--- src/rtl/pipe_hazard_ctrl_if.sv ---
// Pipeline-side bundle for the hazard controller: ID/EX observation inputs
// plus the stall/flush/redirect controls returned to pc_reg, if_id and id_ex.
interface pipe_hazard_ctrl_if;
  logic [4:0]  id_reg1_r_addr_i;
  logic [4:0]  id_reg2_r_addr_i;
  logic        id_reg1_use_i;
  logic        id_reg2_use_i;
  logic [4:0]  ex_reg_w_addr_i;
  logic        ex_reg_w_ena_i;
  logic        ex_mem_r_ena_i;
  logic        ex_jump_ena_i;
  logic [31:0] ex_jump_addr_i;
  logic        hold_req_i;

  logic        jump_ena_o;
  logic [31:0] jump_addr_o;
  logic        pc_stall_o;
  logic        if_id_stall_o;
  logic        if_id_flush_o;
  logic        id_ex_stall_o;
  logic        id_ex_flush_o;

  modport master (
    output id_reg1_r_addr_i, id_reg2_r_addr_i, id_reg1_use_i, id_reg2_use_i,
           ex_reg_w_addr_i, ex_reg_w_ena_i, ex_mem_r_ena_i, ex_jump_ena_i,
           ex_jump_addr_i, hold_req_i,
    input  jump_ena_o, jump_addr_o, pc_stall_o, if_id_stall_o, if_id_flush_o,
           id_ex_stall_o, id_ex_flush_o
  );

  modport slave (
    input  id_reg1_r_addr_i, id_reg2_r_addr_i, id_reg1_use_i, id_reg2_use_i,
           ex_reg_w_addr_i, ex_reg_w_ena_i, ex_mem_r_ena_i, ex_jump_ena_i,
           ex_jump_addr_i, hold_req_i,
    output jump_ena_o, jump_addr_o, pc_stall_o, if_id_stall_o, if_id_flush_o,
           id_ex_stall_o, id_ex_flush_o
  );
endinterface

--- src/rtl/pipe_hazard_ctrl.sv ---
// Pipeline control unit: load-use bubbles, EX redirects and external freeze,
// with priority hold > jump > load-use, plus saturating stall/flush counters.
module pipe_hazard_ctrl #(
  parameter int unsigned LOAD_LAT = 1,
  parameter int unsigned CNT_W    = 32
) (
  input  logic               clk,
  input  logic               arst_n,
  pipe_hazard_ctrl_if.slave  bus,
  output logic [CNT_W-1:0]   stall_cnt_o,
  output logic [CNT_W-1:0]   flush_cnt_o
);

  localparam int unsigned BW = (LOAD_LAT > 1) ? $clog2(LOAD_LAT) : 1;
  localparam logic [BW-1:0] BUBBLES_M1 = BW'(LOAD_LAT - 1);

  typedef enum logic [1:0] {RUN, LSTALL, HOLD} state_e;

  state_e          state_q, state_d;
  state_e          retState_q, retState_d;
  state_e          effState;
  logic [BW-1:0]   bubbleCnt_q, bubbleCnt_d;
  logic [CNT_W-1:0] stallCnt_q, flushCnt_q;

  logic hazard;
  logic jumpEna, pcStall, ifIdStall, ifIdFlush, idExStall, idExFlush;

  assign hazard = bus.ex_mem_r_ena_i & bus.ex_reg_w_ena_i & (bus.ex_reg_w_addr_i != 5'd0) &
                  ((bus.id_reg1_use_i & (bus.id_reg1_r_addr_i == bus.ex_reg_w_addr_i)) |
                   (bus.id_reg2_use_i & (bus.id_reg2_r_addr_i == bus.ex_reg_w_addr_i)));

  always_ff @(posedge clk or negedge arst_n) begin
    if (!arst_n) begin
      state_q     <= RUN;
      retState_q  <= RUN;
      bubbleCnt_q <= '0;
    end else begin
      state_q     <= state_d;
      retState_q  <= retState_d;
      bubbleCnt_q <= bubbleCnt_d;
    end
  end

  // Leaving HOLD acts as the saved state in the same cycle so no event is lost.
  always_comb begin
    state_d     = state_q;
    retState_d  = retState_q;
    bubbleCnt_d = bubbleCnt_q;
    jumpEna     = 1'b0;
    pcStall     = 1'b0;
    ifIdStall   = 1'b0;
    ifIdFlush   = 1'b0;
    idExStall   = 1'b0;
    idExFlush   = 1'b0;

    effState = (state_q == HOLD && !bus.hold_req_i) ? retState_q : state_q;

    case (effState)
      HOLD: begin
        pcStall   = 1'b1;
        ifIdStall = 1'b1;
        idExStall = 1'b1;
        state_d   = HOLD;
      end
      RUN: begin
        if (bus.hold_req_i) begin
          pcStall    = 1'b1;
          ifIdStall  = 1'b1;
          idExStall  = 1'b1;
          state_d    = HOLD;
          retState_d = RUN;
        end else if (bus.ex_jump_ena_i) begin
          jumpEna     = 1'b1;
          ifIdFlush   = 1'b1;
          idExFlush   = 1'b1;
          state_d     = RUN;
          bubbleCnt_d = '0;
        end else if (hazard) begin
          pcStall   = 1'b1;
          ifIdStall = 1'b1;
          idExFlush = 1'b1;
          if (LOAD_LAT == 1) begin
            state_d = RUN;
          end else begin
            state_d     = LSTALL;
            bubbleCnt_d = BUBBLES_M1;
          end
        end else begin
          state_d = RUN;
        end
      end
      LSTALL: begin
        if (bus.hold_req_i) begin
          pcStall    = 1'b1;
          ifIdStall  = 1'b1;
          idExStall  = 1'b1;
          state_d    = HOLD;
          retState_d = LSTALL;
        end else if (bus.ex_jump_ena_i) begin
          jumpEna     = 1'b1;
          ifIdFlush   = 1'b1;
          idExFlush   = 1'b1;
          state_d     = RUN;
          bubbleCnt_d = '0;
        end else begin
          pcStall   = 1'b1;
          ifIdStall = 1'b1;
          idExFlush = 1'b1;
          if (bubbleCnt_q <= BW'(1)) begin
            state_d     = RUN;
            bubbleCnt_d = '0;
          end else begin
            state_d     = LSTALL;
            bubbleCnt_d = bubbleCnt_q - BW'(1);
          end
        end
      end
      default: begin
        state_d     = RUN;
        retState_d  = RUN;
        bubbleCnt_d = '0;
      end
    endcase
  end

  // Outputs are forced low while reset is held, even with live hazard inputs.
  assign bus.jump_ena_o    = arst_n & jumpEna;
  assign bus.jump_addr_o   = (arst_n & jumpEna) ? bus.ex_jump_addr_i : 32'd0;
  assign bus.pc_stall_o    = arst_n & pcStall;
  assign bus.if_id_stall_o = arst_n & ifIdStall;
  assign bus.if_id_flush_o = arst_n & ifIdFlush;
  assign bus.id_ex_stall_o = arst_n & idExStall;
  assign bus.id_ex_flush_o = arst_n & idExFlush;

  always_ff @(posedge clk or negedge arst_n) begin
    if (!arst_n) begin
      stallCnt_q <= '0;
      flushCnt_q <= '0;
    end else begin
      if (pcStall && (stallCnt_q != {CNT_W{1'b1}})) begin
        stallCnt_q <= stallCnt_q + CNT_W'(1);
      end
      if (jumpEna && (flushCnt_q != {CNT_W{1'b1}})) begin
        flushCnt_q <= flushCnt_q + CNT_W'(1);
      end
    end
  end

  assign stall_cnt_o = stallCnt_q;
  assign flush_cnt_o = flushCnt_q;

endmodule

--- src/flat_wrapper.sv ---
// flat-port wrapper written by rule: the top's interface ports become plain ports
module pipe_hazard_ctrl_flat 
#(
  parameter int unsigned LOAD_LAT = 1,
  parameter int unsigned CNT_W    = 32
)
  (clk, arst_n, stall_cnt_o, flush_cnt_o, bus_id_reg1_r_addr_i, bus_id_reg2_r_addr_i, bus_id_reg1_use_i, bus_id_reg2_use_i, bus_ex_reg_w_addr_i, bus_ex_reg_w_ena_i, bus_ex_mem_r_ena_i, bus_ex_jump_ena_i, bus_ex_jump_addr_i, bus_hold_req_i, bus_jump_ena_o, bus_jump_addr_o, bus_pc_stall_o, bus_if_id_stall_o, bus_if_id_flush_o, bus_id_ex_stall_o, bus_id_ex_flush_o);
  pipe_hazard_ctrl_if bus_i ();
  input  logic clk;
  input  logic arst_n;
  output logic [CNT_W-1:0] stall_cnt_o;
  output logic [CNT_W-1:0] flush_cnt_o;
  input wire logic [$bits(bus_i.id_reg1_r_addr_i)-1:0] bus_id_reg1_r_addr_i;
  input wire logic [$bits(bus_i.id_reg2_r_addr_i)-1:0] bus_id_reg2_r_addr_i;
  input wire logic [$bits(bus_i.id_reg1_use_i)-1:0] bus_id_reg1_use_i;
  input wire logic [$bits(bus_i.id_reg2_use_i)-1:0] bus_id_reg2_use_i;
  input wire logic [$bits(bus_i.ex_reg_w_addr_i)-1:0] bus_ex_reg_w_addr_i;
  input wire logic [$bits(bus_i.ex_reg_w_ena_i)-1:0] bus_ex_reg_w_ena_i;
  input wire logic [$bits(bus_i.ex_mem_r_ena_i)-1:0] bus_ex_mem_r_ena_i;
  input wire logic [$bits(bus_i.ex_jump_ena_i)-1:0] bus_ex_jump_ena_i;
  input wire logic [$bits(bus_i.ex_jump_addr_i)-1:0] bus_ex_jump_addr_i;
  input wire logic [$bits(bus_i.hold_req_i)-1:0] bus_hold_req_i;
  output wire logic [$bits(bus_i.jump_ena_o)-1:0] bus_jump_ena_o;
  output wire logic [$bits(bus_i.jump_addr_o)-1:0] bus_jump_addr_o;
  output wire logic [$bits(bus_i.pc_stall_o)-1:0] bus_pc_stall_o;
  output wire logic [$bits(bus_i.if_id_stall_o)-1:0] bus_if_id_stall_o;
  output wire logic [$bits(bus_i.if_id_flush_o)-1:0] bus_if_id_flush_o;
  output wire logic [$bits(bus_i.id_ex_stall_o)-1:0] bus_id_ex_stall_o;
  output wire logic [$bits(bus_i.id_ex_flush_o)-1:0] bus_id_ex_flush_o;
  assign bus_i.id_reg1_r_addr_i = bus_id_reg1_r_addr_i;
  assign bus_i.id_reg2_r_addr_i = bus_id_reg2_r_addr_i;
  assign bus_i.id_reg1_use_i = bus_id_reg1_use_i;
  assign bus_i.id_reg2_use_i = bus_id_reg2_use_i;
  assign bus_i.ex_reg_w_addr_i = bus_ex_reg_w_addr_i;
  assign bus_i.ex_reg_w_ena_i = bus_ex_reg_w_ena_i;
  assign bus_i.ex_mem_r_ena_i = bus_ex_mem_r_ena_i;
  assign bus_i.ex_jump_ena_i = bus_ex_jump_ena_i;
  assign bus_i.ex_jump_addr_i = bus_ex_jump_addr_i;
  assign bus_i.hold_req_i = bus_hold_req_i;
  assign bus_jump_ena_o = bus_i.jump_ena_o;
  assign bus_jump_addr_o = bus_i.jump_addr_o;
  assign bus_pc_stall_o = bus_i.pc_stall_o;
  assign bus_if_id_stall_o = bus_i.if_id_stall_o;
  assign bus_if_id_flush_o = bus_i.if_id_flush_o;
  assign bus_id_ex_stall_o = bus_i.id_ex_stall_o;
  assign bus_id_ex_flush_o = bus_i.id_ex_flush_o;
  pipe_hazard_ctrl #(.LOAD_LAT(LOAD_LAT), .CNT_W(CNT_W)) u_core (.clk(clk), .arst_n(arst_n), .bus(bus_i), .stall_cnt_o(stall_cnt_o), .flush_cnt_o(flush_cnt_o));
endmodule
--- config.mk ---
export PLATFORM = sky130hd
export DESIGN_NAME = pipe_hazard_ctrl_flat
export DESIGN_NICKNAME = d
export VERILOG_FILES = /design/src/rtl/pipe_hazard_ctrl_if.sv /design/src/rtl/pipe_hazard_ctrl.sv /design/src/flat_wrapper.sv
export SDC_FILE = /design/constraint.sdc
export NUM_CORES = 1
export LEC_CHECK = 0
export BUFFER_PORTS_ARGS = -buffer_cell sky130_fd_sc_hd__clkbuf_2
export CAP_MARGIN = 25
export CORE_ASPECT_RATIO = 1.4
export CORE_MARGIN = 1
export CORE_UTILIZATION = 30
export DETAILED_ROUTE_END_ITERATION = 10
export HOLD_SLACK_MARGIN = 0.1
export SLEW_MARGIN = 20
export SYNTH_ARGS = -nofsm -noshare
export SYNTH_HDL_FRONTEND = slang
export SYNTH_SLANG_ARGS = --single-unit
--- constraint.sdc ---
create_clock -name clk -period 2.9 [get_ports clk]
set_input_delay 0.29 -clock clk [delete_from_list [all_inputs] [get_ports clk]]
set_output_delay 0.29 -clock clk [all_outputs]
set_load 0.01 [all_outputs]
==> results.json, run 1 <==
{
  "fin_crit_sh": 0.835,
  "timing.setup.tns_ns": 0,
  "grt_pass1_vias": 2885,
  "rsz0062_at_grt": "no",
  "synthCells": 333,
  "synth_edf_count": 0,
  "die_h_microns": 130,
  "clk_pin_slew_ns": 0.05,
  "cts_setup_buffers": 0,
  "setup_violations": 0,
  "min_to": "u_core.state_q[1]$_DFF_PN0_",
  "min_from": "bus_hold_req_i",
  "layout-drive-gt1-share": 0.394,
  "cap_violations": 0,
  "gp_congestion": 0.890,
  "grt_pass1_wl_microns": 14500,
  "layout.cells.non_filler": 641,
  "netlist.area_leader.share": 0.471,
  "synth.distinct_cells": 37,
  "final.min_clock_period_ns": 2.42,
  "critPathLaunchType": "flip-flop",
  "holdPathStages": 1,
  "worstPathMaxFanout": 22,
  "ios": 157,
  "max_freq_ghz": 0.413,
  "antenna_found_initial": 0,
  "drtIter0Drc": 47,
  "place_area_sq_um": 4420,
  "hold_path_class": "input pin to flip-flop",
  "portBuffers": 156,
  "initial_core_util": 0.309,
  "synthSimpleGateAreaFrac": 0.280,
  "end_kind": "flip-flop",
  "root_buffer": "clkbuf_16",
  "synth_top_cell_by_area": "dfrtp_1",
  "clock_latency_ns": 0.32,
  "fin_area_sq_um": 4700,
  "synth_area_per_cell_sq_um": 10.5,
  "ctsResizeCount": 0,
  "fin_nets": 549,
  "cp.arrival_ns": 2.67,
  "syn_to_final_growth_pct": 34.2,
  "fillers": 1129,
  "ant_nets": 0,
  "r2r-end": "u_core.stall_cnt_o[16]$_DFFE_PN0P_",
  "p_per_area_nw_per_um2": 542,
  "synth_top_family_by_area": "simple AND/OR/NAND/NOR gates",
  "r2r_start": "u_core.stall_cnt_o[14]$_DFFE_PN0P_",
  "vias": 2986,
  "status": "finished clean",
  "overflow": 0,
  "syn_area_sq_um": 3500,
  "track_usage": 0.153,
  "post_drt_wl_per_cell_microns": 14.1,
  "hold_viol_final": 0,
  "synthTopCellsByCount": "66 x dfrtp_1, 63 x xnor2_1, 40 x and2_1",
  "multiInputGateArea_sq_um": 1730,
  "synth-async-reset-ratio": 1.00,
  "slew_headroom": 0.441,
  "numClockSinks": 66,
  "r2r.worst_path.cells": 8,
  "h-tree-depth": 3,
  "route.detailed.drc": 0,
  "synth_flop_cell": "dfrtp_1",
  "syn-num-nets": 390,
  "synth_xor_xnor_area_share": 0.175,
  "ys_top_cells_by_area": "dfrtp_1 47%, xnor2_1 16%, and2_1 7.1%, nand4_1 3.4%, nand3_1 3.1%",
  "die_x_microns": 93.3,
  "synth_compound_area_frac": 0.0229,
  "cts_tree": "yes",
  "cp.required_ns": 3.15,
  "seqCellArea_sq_um": 1650,
  "die-area_sq_um": 12100,
  "fin_skew_ns": 0.00298,
  "hpwlAfterDp_microns": 7100,
  "dr.pass1.iters": 4,
  "rows": 46,
  "regToRegSetupSlack_ns": 0.48,
  "vias_per_cell": 4.66,
  "numCtsBuffers": 9,
  "yosysMostFrequentCell": "dfrtp_1",
  "coreArea_sq_um": 11300,
  "seq_area_frac_synth": 0.471,
  "worstMarginPinSlew_ns": 0.839,
  "holdBufCountCts": 0,
  "synth-warning-count": 0,
  "dp.cells": 625,
  "synthMuxAreaShare": 0.00964,
  "synthAdderAreaFrac": 0.00714,
  "vdd_ir_drop_max_uv": 327,
  "wl_microns": 9030,
  "ys_ff_latch": 66,
  "critical_path_class": "flip-flop to flip-flop",
  "leakagePower_nw": 2.36,
  "clockBufferDepth": 2,
  "antennaDiodeCount": 0,
  "grt_start_max_net_pins": 67,
  "slew_violations": 0
}
## logic make-up (layout without fill, tap and decap cells)
kind of cell             Yosys count  in the layout
adder cells (fa/ha/maj)            2              2
flip-flops                        66             66
multiplexers                       3              3
buffers and inverters             20            184
AND/OR/NAND/NOR                  164            164
XOR/XNOR                          70             70
AO/OA/AOI/OAI                      8              8
## stage by stage
stage | util | hold slack [ns] | total power [mW] | worst slack [ns]
3_3_place_gp | 0.390 | 0.480 | 1.53 | 0.560
6_report | 0.415 | 0.171 | 2.55 | 0.477
3_5_place_dp | 0.390 | 0.487 | 1.55 | 0.500
2_1_floorplan | - | -0.00559 | 1.34 | 0.800
4_1_cts | 0.415 | 0.159 | 2.58 | 0.499
5_1_grt | 0.415 | 0.164 | 2.70 | 0.323
## report_power, final
group	switching, mW	internal, mW	total (mW)
combinational	0.208	0.202	0.410
sequential	0.110	1.01	1.12
clock	0.371	0.646	1.02
## worst max-delay path by stage
stage	startpoint	endpoint	slack, ns
2_1_floorplan	u_core.stall_cnt_o[7]$_DFFE_PN0P_	u_core.stall_cnt_o[5]$_DFFE_PN0P_	0.80
3_3_place_gp	bus_ex_reg_w_addr_i[1]	u_core.stall_cnt_o[25]$_DFFE_PN0P_	0.56
3_5_place_dp	bus_ex_reg_w_addr_i[1]	u_core.stall_cnt_o[16]$_DFFE_PN0P_	0.50
4_1_cts	u_core.stall_cnt_o[14]$_DFFE_PN0P_	u_core.stall_cnt_o[16]$_DFFE_PN0P_	0.50
5_1_grt	u_core.stall_cnt_o[14]$_DFFE_PN0P_	u_core.stall_cnt_o[16]$_DFFE_PN0P_	0.32
6_report	u_core.stall_cnt_o[14]$_DFFE_PN0P_	u_core.stall_cnt_o[16]$_DFFE_PN0P_	0.48
## routing by layer
metal / part of all wire / GRT usage / vias up
met5: 0 / 0 / -
met4: 0.0054 / 0.0407 / 0
met3: 0.047 / 0.0431 / 7
met2: 0.52 / 0.262 / 69
met1: 0.43 / 0.190 / 1461
li1: - / - / 1449
## cell type report
class                           count  area share
Inverter                            8     0.00639
Timing Repair Buffer              160       0.175
Clock inverter                      2     0.00213
Clock buffer                       14      0.0583
Tap cell                          144      0.0383
Sequential cell                    66       0.351
Multi-Input combinational cell    247       0.368
## state kept, by name, indices dropped and copies added, names as in the netlist
signal,cells
u_core.flush_cnt_o,32
u_core.stall_cnt_o,32
u_core.retState_q,1
u_core.state_q,1
## layout by cell type, fill, tap and decap left out, types with 2 or more instances in the layout
master	count
clkbuf_2	156
dfrtp_1	66
xnor2_1	63
and2_1	40
nand2_1	23
nand3_1	22
nand4_1	19
and3_1	15
nor2_1	14
nand3_2	9
clkbuf_16	9
inv_1	8
xor2_1	7
and4_1	6
nor3_1	4
mux2_2	3
clkbuf_8	3
buf_4	3
or3_1	2
and3_2	2
ha_1	2
clkinv_2	2
clkbuf_1	2
## worst max-delay path: stages (launching register included)
cell,delay [ns]
dfrtp_1,0.42
nand3_1,0.20
nor4_2,0.33
and3_1,0.39
and4_4,0.31
a31oi_4,0.19
buf_12,0.24
nand4_1,0.13
xnor2_1,0.13
(Power assumes the default switching activity.)
==> run 2, diff against run 1 <==
Clock period 2.9 ns to 2.1 ns, I/O delays scaled along.
==> results.json, run 2 (same netlist as run 1, synthesis figures left out) <==
{
  "cp.arrival_ns": 1.77,
  "overflow": 0,
  "clk_pin_slew_ns": 0.05,
  "fin_skew_ns": 0.00587,
  "fin_nets": 601,
  "max_freq_ghz": 0.506,
  "vdd_ir_drop_max_uv": 557,
  "grt_pass1_vias": 3235,
  "setup_violations": 0,
  "drtIter0Drc": 72,
  "ios": 157,
  "die_h_microns": 130,
  "dp.cells": 670,
  "slew_violations": 0,
  "hpwlAfterDp_microns": 7020,
  "rsz0062_at_grt": "no",
  "track_usage": 0.157,
  "vias": 3210,
  "grt_start_max_net_pins": 67,
  "post_drt_wl_per_cell_microns": 13.2,
  "numClockSinks": 66,
  "place_area_sq_um": 4740,
  "h-tree-depth": 3,
  "antennaDiodeCount": 0,
  "die-area_sq_um": 12100,
  "clock_latency_ns": 0.33,
  "ant_nets": 0,
  "power.total_mw": 3.71,
  "coreArea_sq_um": 11300,
  "layout_common_cells": "156 x clkbuf_2, 66 x dfrtp_1, 63 x xnor2_1, 53 x buf_4, 40 x and2_1",
  "cap_violations": 0,
  "dr.pass1.iters": 4,
  "p_per_area_nw_per_um2": 723,
  "syn_to_final_growth_pct": 46.5,
  "leakagePower_nw": 2.63,
  "layout-drive-gt1-share": 0.453,
  "antenna_found_initial": 0,
  "die_x_microns": 93.3,
  "route.detailed.drc": 0,
  "numCtsBuffers": 9,
  "status": "finished clean",
  "rows": 46,
  "clockBufferDepth": 2,
  "hold_viol_final": 0,
  "layout_commonest_cell": "clkbuf_2",
  "timing.setup.tns_ns": 0,
  "slew_headroom": 0.448,
  "fin_area_sq_um": 5130,
  "gp_congestion": 0.801,
  "initial_core_util": 0.309,
  "cts_tree": "yes",
  "fin_crit_sh": 0.941,
  "layout.cells.non_filler": 692,
  "wl_microns": 9120,
  "final.min_clock_period_ns": 1.98,
  "end_kind": "output pin",
  "worstPathMaxFanout": 3,
  "hold_path_class": "input pin to async pin",
  "vias_per_cell": 4.64,
  "critical_path_class": "input pin to output pin",
  "worstMarginPinSlew_ns": 0.828,
  "cp.required_ns": 1.89,
  "root_buffer": "clkbuf_16",
  "fillers": 1115,
  "grt_pass1_wl_microns": 14900,
  "critPathLaunchType": "input pin",
  "portBuffers": 156
}
-- run 2: cell types whose count changed in the layout (fill, tap and decap cells not counted) --
cell | previous run | this run
nor2_4 | 0 | 1
nor2_2 | 0 | 1
a311oi_2 | 1 | 0
dlygate4sd3_1 | 0 | 1
bufinv_16 | 0 | 1
a31oi_4 | 1 | 2
clkbuf_8 | 3 | 1
a311oi_4 | 0 | 1
nor2_1 | 14 | 12
buf_4 | 3 | 53
-- run 2: stage by stage --
stage | hold WS (ns) | setup WS, ns | util
final | 0.0918 | 0.123 | 0.453
after global routing | 0.192 | 0.0291 | 0.453
after CTS | 0.131 | 0.0202 | 0.452
after detailed placement | 0.423 | -0.502 | 0.418
after global placement | 0.421 | -0.470 | 0.418
after floorplan | -0.0856 | 0.0197 | -
-- run 2: final cells by class --
type                       instances  area (sq um)  share of cell area
tap                              144           180              0.0351
clock buffer                      12           246              0.0480
clock inverter                     3          40.0             0.00780
timing repair buffer             211          1210               0.236
sequential                        66          1650               0.322
inverter                           8          30.0             0.00585
multi-input combinational        248          1770               0.346
-- run 2: where the power goes --
group | total, mW | internal (mW) | switching [mW]
Sequential | 1.48 | 1.39 | 0.0864
Combinational | 0.770 | 0.393 | 0.377
Clock | 1.46 | 0.940 | 0.520
Total | 3.71 | 2.73 | 0.983
-- run 2: timing repair --
| item | in CTS | in global routing |
|---|---|---|
| hold buffers | 1 | 0 |
| cloned | 1 | 0 |
| resized for setup | 2 | 3 |
| pin swaps | 2 | 1 |
| setup buffers | 5 | 0 |
| setup endpoints to repair | 32 | 11 |
| hold endpoints to repair | 1 | 0 |
-- run 2: worst paths after layout --
kind	endpoint	start	slack [ns]	depth (start not counted)
hold reg to reg	u_core.flush_cnt_o[12]$_DFFE_PN0P_	u_core.flush_cnt_o[12]$_DFFE_PN0P_	0.50	1
min in group clk	u_core.retState_q[0]$_DFFE_PN0P_	bus_hold_req_i	0.22	2
setup / recovery	bus_pc_stall_o	bus_ex_reg_w_addr_i[1]	0.12	6
max in group asynchronous	u_core.stall_cnt_o[5]$_DFFE_PN0P_	arst_n	1.46	2
hold / removal	u_core.flush_cnt_o[15]$_DFFE_PN0P_	arst_n	0.09	2
setup reg to reg	u_core.stall_cnt_o[1]$_DFFE_PN0P_	u_core.stall_cnt_o[12]$_DFFE_PN0P_	0.13	7
-- run 2: routing by layer --
layer	vias up	routed length, microns	global-route usage
met5	-	0	0
met4	0	136	0.0615
met3	13	522	0.0326
met2	103	4870	0.293
met1	1538	3590	0.172
li1	1556	-	-
-- run 2: critical path, cell delays in order --
cell and delay (ns):
clkbuf_2 0.11, or3_1 0.38, o311a_1 0.36, a311oi_4 0.43, nor2_1 0.12, clkbuf_2 0.15
